### config.mk
export PLATFORM = sky130hd
export DESIGN_NAME = mem_arbiter
export DESIGN_NICKNAME = d
export VERILOG_FILES = /design/src/rtl/algol_bus_pkg.sv /design/src/rtl/mem_arbiter_rr.sv /design/src/rtl/mem_arbiter.sv
export SDC_FILE = /design/constraint.sdc
export NUM_CORES = 1
export LEC_CHECK = 0
export BUFFER_PORTS_ARGS = -buffer_cell sky130_fd_sc_hd__buf_2
export CORE_AREA = 2 2 122 124
export CTS_CLUSTER_SIZE = 12
export DETAILED_ROUTE_END_ITERATION = 8
export DIE_AREA = 0 0 124 126
export SYNTH_ARGS = -nofsm -noshare
export SYNTH_HDL_FRONTEND = slang
export SYNTH_SLANG_ARGS = --single-unit
### constraint.sdc
create_clock -name clk -period 3 [get_ports clk]
set_input_delay 0.9 -clock clk [delete_from_list [all_inputs] [get_ports clk]]
set_output_delay 0.9 -clock clk [all_outputs]
set_load 0.02 [all_outputs]
### src/rtl/algol_bus_pkg.sv
// Shared Algol simple-bus widths, arbiter state encoding and request payload type.
package algol_bus_pkg;

  localparam int unsigned BUS_AW = 32;
  localparam int unsigned BUS_DW = 32;
  localparam int unsigned BUS_SW = 4;

  localparam logic [0:0] ARB_IDLE = 1'b0;
  localparam logic [0:0] ARB_BUSY = 1'b1;

  typedef struct packed {
    logic [BUS_AW-1:0] address;
    logic [BUS_DW-1:0] wdata;
    logic [BUS_SW-1:0] wsel;
  } bus_req_t;

endpackage

### src/rtl/mem_arbiter_rr.sv
// Two-input round-robin picker: a lone requester wins, a tie goes to the master not served last.
module mem_arbiter_rr (
  input  logic [1:0] i_valid,
  input  logic       i_last,
  output logic       o_grant_c
);

  always_comb begin
    o_grant_c = 1'b0;
    if (i_valid == 2'b11) begin
      o_grant_c = ~i_last;
    end else begin
      o_grant_c = i_valid[1];
    end
  end

endmodule

### src/rtl/mem_arbiter.sv
// Two-master round-robin arbiter for one Algol simple-bus slave; grant held until ready/error.
// Optional watchdog compiled in with MEM_ARBITER_TIMEOUT_EN.
module mem_arbiter
  import algol_bus_pkg::*;
#(
  parameter int unsigned TIMEOUT_CYCLES = 32'd1023
) (
  input  logic              clk,
  input  logic              rst,
  input  logic [BUS_AW-1:0] m0_address,
  input  logic [BUS_DW-1:0] m0_wdata,
  input  logic [BUS_SW-1:0] m0_wsel,
  input  logic              m0_valid,
  output logic [BUS_DW-1:0] m0_rdata,
  output logic              m0_ready,
  output logic              m0_error,
  input  logic [BUS_AW-1:0] m1_address,
  input  logic [BUS_DW-1:0] m1_wdata,
  input  logic [BUS_SW-1:0] m1_wsel,
  input  logic              m1_valid,
  output logic [BUS_DW-1:0] m1_rdata,
  output logic              m1_ready,
  output logic              m1_error,
  output logic [BUS_AW-1:0] s_address,
  output logic [BUS_DW-1:0] s_wdata,
  output logic [BUS_SW-1:0] s_wsel,
  output logic              s_valid,
  input  logic [BUS_DW-1:0] s_rdata,
  input  logic              s_ready,
  input  logic              s_error
);

  logic [0:0] r_state;
  logic [0:0] w_state_nxt;
  logic       r_grant;
  logic       w_grant_nxt;
  logic       r_last;
  logic       w_last_nxt;
  logic [1:0] w_valid;
  logic       w_rr_grant;
  logic       w_timeout;
  bus_req_t   w_req0;
  bus_req_t   w_req1;
  bus_req_t   w_sel_req;

  assign w_valid   = {m1_valid, m0_valid};
  assign w_req0    = {m0_address, m0_wdata, m0_wsel};
  assign w_req1    = {m1_address, m1_wdata, m1_wsel};
  assign w_sel_req = r_grant ? w_req1 : w_req0;

  mem_arbiter_rr u_rr (
    .i_valid   (w_valid),
    .i_last    (r_last),
    .o_grant_c (w_rr_grant)
  );

`ifdef MEM_ARBITER_TIMEOUT_EN
  localparam int unsigned CNT_W = $clog2(TIMEOUT_CYCLES + 1);

  logic [CNT_W-1:0] r_cnt;

  // Counts unanswered BUSY cycles; held at zero while idle so every grant starts fresh.
  always_ff @(posedge clk or negedge rst) begin
    if (!rst) begin
      r_cnt <= '0;
    end else if (r_state == ARB_IDLE) begin
      r_cnt <= '0;
    end else if (!s_ready && !s_error && (r_cnt != CNT_W'(TIMEOUT_CYCLES))) begin
      r_cnt <= r_cnt + CNT_W'(1);
    end
  end

  // A real slave response in the expiry cycle wins over the watchdog.
  assign w_timeout = (r_state == ARB_BUSY) && (r_cnt == CNT_W'(TIMEOUT_CYCLES)) &&
                     !s_ready && !s_error;
`else
  logic w_unused_timeout;
  assign w_unused_timeout = ^TIMEOUT_CYCLES;
  assign w_timeout        = 1'b0;
`endif

  always_ff @(posedge clk or negedge rst) begin
    if (!rst) begin
      r_state <= ARB_IDLE;
      r_grant <= 1'b0;
      r_last  <= 1'b1;
    end else begin
      r_state <= w_state_nxt;
      r_grant <= w_grant_nxt;
      r_last  <= w_last_nxt;
    end
  end

  // Next state plus the combinational request/response routing for the granted master.
  always_comb begin
    w_state_nxt = r_state;
    w_grant_nxt = r_grant;
    w_last_nxt  = r_last;
    s_valid     = 1'b0;
    s_address   = '0;
    s_wdata     = '0;
    s_wsel      = '0;
    m0_rdata    = '0;
    m1_rdata    = '0;
    m0_ready    = 1'b0;
    m1_ready    = 1'b0;
    m0_error    = 1'b0;
    m1_error    = 1'b0;
    case (r_state)
      ARB_IDLE: begin
        if (|w_valid) begin
          w_grant_nxt = w_rr_grant;
          w_state_nxt = ARB_BUSY;
        end
      end
      ARB_BUSY: begin
        s_valid   = w_valid[r_grant] & ~w_timeout;
        s_address = w_sel_req.address;
        s_wdata   = w_sel_req.wdata;
        s_wsel    = w_sel_req.wsel;
        m0_rdata  = s_rdata;
        m1_rdata  = s_rdata;
        m0_ready  = s_ready & ~r_grant;
        m1_ready  = s_ready & r_grant;
        m0_error  = (s_error | w_timeout) & ~r_grant;
        m1_error  = (s_error | w_timeout) & r_grant;
        // Completion, watchdog expiry or a master abandoning its request all end the grant.
        if (s_ready || s_error || w_timeout || !w_valid[r_grant]) begin
          w_state_nxt = ARB_IDLE;
          w_last_nxt  = r_grant;
        end
      end
      default: begin
        w_state_nxt = ARB_IDLE;
      end
    endcase
  end

endmodule
## After elaboration in Yosys (flattened, before gate mapping)

Cells that the tools add are included.

| cells by class | value |
|---|---|
| mux-type cells | 16 |
| bitwise gates (word level) | 7 |
| equal/unequal tests | 1 |
| $lt $le $gt $ge | 1 |
| reduce and logical (&&, ||, !) cells | 6 |

Operators by type and width:

| operator | count |
|---|---|
| 32-bit 2-to-1 mux | 3 |
| 68-bit 2-to-1 mux | 1 |
| 1-bit 2-to-1 mux | 10 |
| 1-bit AND | 4 |
| 4-bit 2-to-1 mux | 1 |
| 2-bit AND reduction | 2 |
| 1-bit inverter | 3 |
| 2-bit == test (second input constant) | 1 |
| 1-bit logical OR | 2 |
| 1-bit by 2-bit < comparator with 1-bit output (second input constant) | 1 |
| 1-bit case mux with 2 select lines | 1 |
| 2-bit OR reduction | 1 |
| 1-bit logical NOT | 1 |

| storage, ports and cells | value |
|---|---|
| flip-flop bits (word level) | 3 |
| word-level logic and storage cells | 34 |
| input port bits | 174 |
| output and inout port bits | 137 |

## Logic depth before layout (Yosys ltp)

| logic depth | value |
|---|---|
| depth after elaboration | 6 |
| mapped depth | 4 |
| gate-level depth less buffers | 3 |

## Cells and area by module

A second synthesis with hierarchy kept.

| unflattened totals | value |
|---|---|
| cells, all modules | 239 |
| area total of the unflattened synthesis | 1,725.4 µm² |

Modules (own cells, without submodules):

| module | area an instance (µm²) | cells each | seq. area each (µm²) | times used |
|---|---|---|---|---|
| mem_arbiter | 1,714.1 | 238 | 76.3 | 1 |
| mem_arbiter_rr | 11.3 | 1 | 0.0 | 1 |

## Worst setup path after synthesis

No wires, ideal clock.

| timing path | value |
|---|---|
| kind | input to output |
| from | input s_rdata[0] |
| to | output m1_rdata[0] |
| required time | 2,100 ps |
| path buffers | 1 |
| setup slack | 781 ps |
| stages | 2 |
| data arrival time | 1,319 ps |
| cells stage by stage | and2_1 -> buf_4 |

| between the ends | value |
|---|---|
| longest elaborated chain between the ends | 1 |

RTL lines:

| what | RTL line | RTL |
|---|---|---|
| from (decl) | mem_arbiter.sv:28 | `input logic [BUS_DW-1:0] s_rdata,` |
| 32-bit 2-to-1 mux | mem_arbiter.sv:109 | `case (r_state)` |
| to (decl) | mem_arbiter.sv:21 | `output logic [BUS_DW-1:0] m1_rdata,` |

Every way passes these cells.

## Worst setup path after layout

| timing path | value |
|---|---|
| from | register r_grant |
| to | output s_address[24] |

| between the ends | value |
|---|---|
| longest elaborated chain between the ends | 2 |

RTL lines:

| what | RTL line | RTL |
|---|---|---|
| from (decl) | mem_arbiter.sv:35 | `logic r_grant;` |
| from (signal assigned) | mem_arbiter.sv:89 | `r_grant <= w_grant_nxt;` |
| 68-bit 2-to-1 mux | mem_arbiter.sv:49 | `assign w_sel_req = r_grant ? w_req1 : w_req0;` |
| 32-bit 2-to-1 mux | mem_arbiter.sv:109 |  |
| to (decl) | mem_arbiter.sv:24 | `output logic [BUS_AW-1:0] s_address,` |

Every way passes these cells.

==> reports/qor.csv <==
stage;metric;value;unit
placed_design;port buffer count;310;
detailed_routing;WL final;7840;um
floorplan;initial core utilization;11.8;%
finish;Area Growth Syn to Fin;92.1;%
power_and_ir_drop;Reg power frac;7.7;%
power_and_ir_drop;PD cells;601;nW/um2
sta;Slew @ Worst Pin;0.514;ns
min_path;hold crit path type;input port to asynchronous set/reset pin;
detailed_routing;Iteration-0 DRC Markers;58;
finish;ratio of cells with drive above 1 in the final layout;63.4;%
critical_path;Reg2Reg Capture Point;r_grant;
placed_design;GPL Wtd Cong;0.803;
clock_tree;clk root buf;clkbuf_16;
detailed_routing;DRT antenna net count;0;
global_route;antenna violations before repair;1;
finish;nets@finish;683;
sta;Hold WS;0.472;ns
sta;final worst path period need;2.63;ns
critical_path;crit path cell chain;buf_12 > mux2i_1 > nor2_1 > buf_2;
yosys;Syn Area/Cell;7.03;um2
finish;n_diodes;0;
power_and_ir_drop;internal power;0.891;mW
clock_tree;post-CTS resize count;0;
placed_design;Post-Place Setup Slack;0.559;ns
floorplan;io pins;311;
detailed_routing;routed vias/inst;3.71;
detailed_routing;drt first pass iters;4;
power_and_ir_drop;Final Power;1.95;mW
yosys;Synth top area share;40.9;%
yosys;Cell variety after synth;18;
clock_tree;H-tree level count;1;
run;Max-cap violations;0;
clock_tree;Sink Count;3;
global_route;first-pass GRT wire length;10700;um
critical_path;Critical Path Start;r_grant;
yosys;post-synth top area cell;mux2i_1;
yosys;fraction of registers with async set/reset;100;%
critical_path;slowest CP cell;dfrtp_4;
clock_tree;CTS Hold Bufs;0;
yosys;Synth area leaders;mux2i_1, nor2_1, buf_4;
critical_path;critical path depth;4;
critical_path;worst reg2reg path depth;4;
power_and_ir_drop;switching pwr;1.06;mW
critical_path;Crit path arrival time;1.73;ns
detailed_routing;met1 wire length;2950;um
clock_tree;Inserted Clock Buffers;3;
global_route;vias in the first global route;2267;
yosys;Post-synth EDFFs;0;
detailed_routing;routed wl met3;790;um
critical_path;reg-to-reg slack, setup;1.63;ns
sta;final critical-path share of the clock period;87.8;%
finish;final std cells w/o fill;692;
sta;min setup slack post-route;0.365;ns
sta;RSZ-0062 raised after global routing;no;
yosys;Mapped Cells;240;
floorplan;CORE AREA;14300;um2
global_route;total global-route track usage;8.61;%
yosys;post-synthesis sequential area ratio;4.52;%
floorplan;row cnt;44;
yosys;Post-Syn Area;1690;um2
critical_path;Critical Path Max Stage Delay;0.75;ns
yosys;YS warnings;0;
critical_path;CP Buf/Inv Count;2;
placed_design;Placed Cells;688;
sta;max-slew violation count;0;
sta;Final Skew;0.00340;ns
finish;most common cell after layout, fill and taps aside;buf_2;
sta;Final setup viols;0;
detailed_routing;DR WL/cell;11.3;um
critical_path;Worst Path Class, Setup;flip-flop to output pin;
power_and_ir_drop;Clock Power Share;10.8;%
floorplan;Die Y;126;um
power_and_ir_drop;worst vdd ir;0.401;mV
placed_design;Detail Placement HPWL;6690;um
clock_tree;Max Buffers Root-to-Sink;2;
critical_path;CP Data Required Time;2.10;ns
power_and_ir_drop;Comb pwr share;81.6;%
sta;Slew HR;65.7;%
critical_path;FF-to-FF Start;r_state;
power_and_ir_drop;Switching Share;54.2;%
critical_path;crit start category;flip-flop;
yosys;register bit total from synthesis;3;
critical_path;worst-path fanout max;31;
critical_path;Setup crit end;s_address[24];
run_status;outcome;finished clean;
finish;most frequent cells in the layout;buf_2, nor2_1, mux2i_1;
finish;Fillers;1641;
yosys;syn nets;414;
detailed_routing;top sig layer;met5;
power_and_ir_drop;leakage;2.11;nW
global_route;global route overflow;0;
clock_tree;clk_lat worst skew;0.22;ns
clock_tree;Post-CTS Setup Inserts;0;
global_route;largest net degree at the start of global routing;60;
critical_path;critical path endpoint category;output pin;
detailed_routing;met2 wire length;4060;um
clock_tree;CTS clock-pin slew for the worst setup and hold paths;0.03;ns
sta;Achievable Freq;380;MHz
sta;Final Hold Viols;0;
detailed_routing;DRC;0;
clock_tree;CTS tree;yes;
detailed_routing;via count;2570;
yosys;commonest register cell after synthesis;dfrtp_1;
critical_path;CP top delay family;flip-flops;
floorplan;die width;124;um
sta;post-route setup TNS;0;ns
floorplan;Die Area;15600;um2
==> state kept, by name (all words and copies together), names as in the netlist <==
register,cells
r_last,1
r_grant,1
r_state,1
==> layout make-up <==
type	instances	area (um2)	area share (%)
clock buffer	4	78.8	2.43
inverter	2	7.51	0.231
multi-input combinational	184	1230	38.0
sequential	3	80.1	2.47
tap	184	230	7.10
timing repair buffer	315	1610	49.8
==> routing by layer <==
metal	track usage, %	vias to the layer above
li1	-	1301
met1	9.38	1096
met2	17.5	167
met3	1.40	4
met4	0.925	2
met5	0	-
==> synth_stat cells, types with 2 or more instances <==
library cell   n
clkbuf_1       8
nor2_1        71
mux2i_1       69
nand2_1        2
nand3_1        2
buf_4         33
dfrtp_1        2
buf_2          3
buf_6          7
and2_1        32
and3_1         4
==> power groups by stage <==
| stage | sequential, mW | combinational (mW) | clock (mW) |
|---|---|---|---|
| 5_1_grt | 0.160 | 1.73 | 0.218 |
| 6_report | 0.150 | 1.59 | 0.210 |
| 3_5_place_dp | 0.157 | 1.60 | 0 |
| 2_1_floorplan | 0.0689 | 1.27 | 0 |
| 4_1_cts | 0.156 | 1.61 | 0.213 |
| 3_3_place_gp | 0.155 | 1.60 | 0 |
==> logic make-up after synthesis <==
group | synth area share [%]
muxes | 40.9
AOI/OAI and AO/OA | 1.93
buffers and inverters | 22.5
and+or+nand+nor | 30.2
DFF | 4.52
==> through the flow <==
step	util [%]	instance area, um2
after floorplan	-	1690
after global placement	22.1	3160
after detailed placement	22.1	3160
after CTS	22.7	3240
after global routing	22.7	3240
final	22.7	3240
==> worst min path at each step <==
stage | startpoint | to | slack (ns) | depth (start not counted)
6_report | rst | r_state | 0.47 | 1
5_1_grt | rst | r_state | 0.47 | 1
4_1_cts | rst | r_state | 0.47 | 1
3_5_place_dp | r_last | r_last | 0.51 | 2
3_3_place_gp | r_last | r_last | 0.50 | 2
2_1_floorplan | r_last | r_last | 0.48 | 2
No activity file was read; power rests on OpenSTA's default activity.
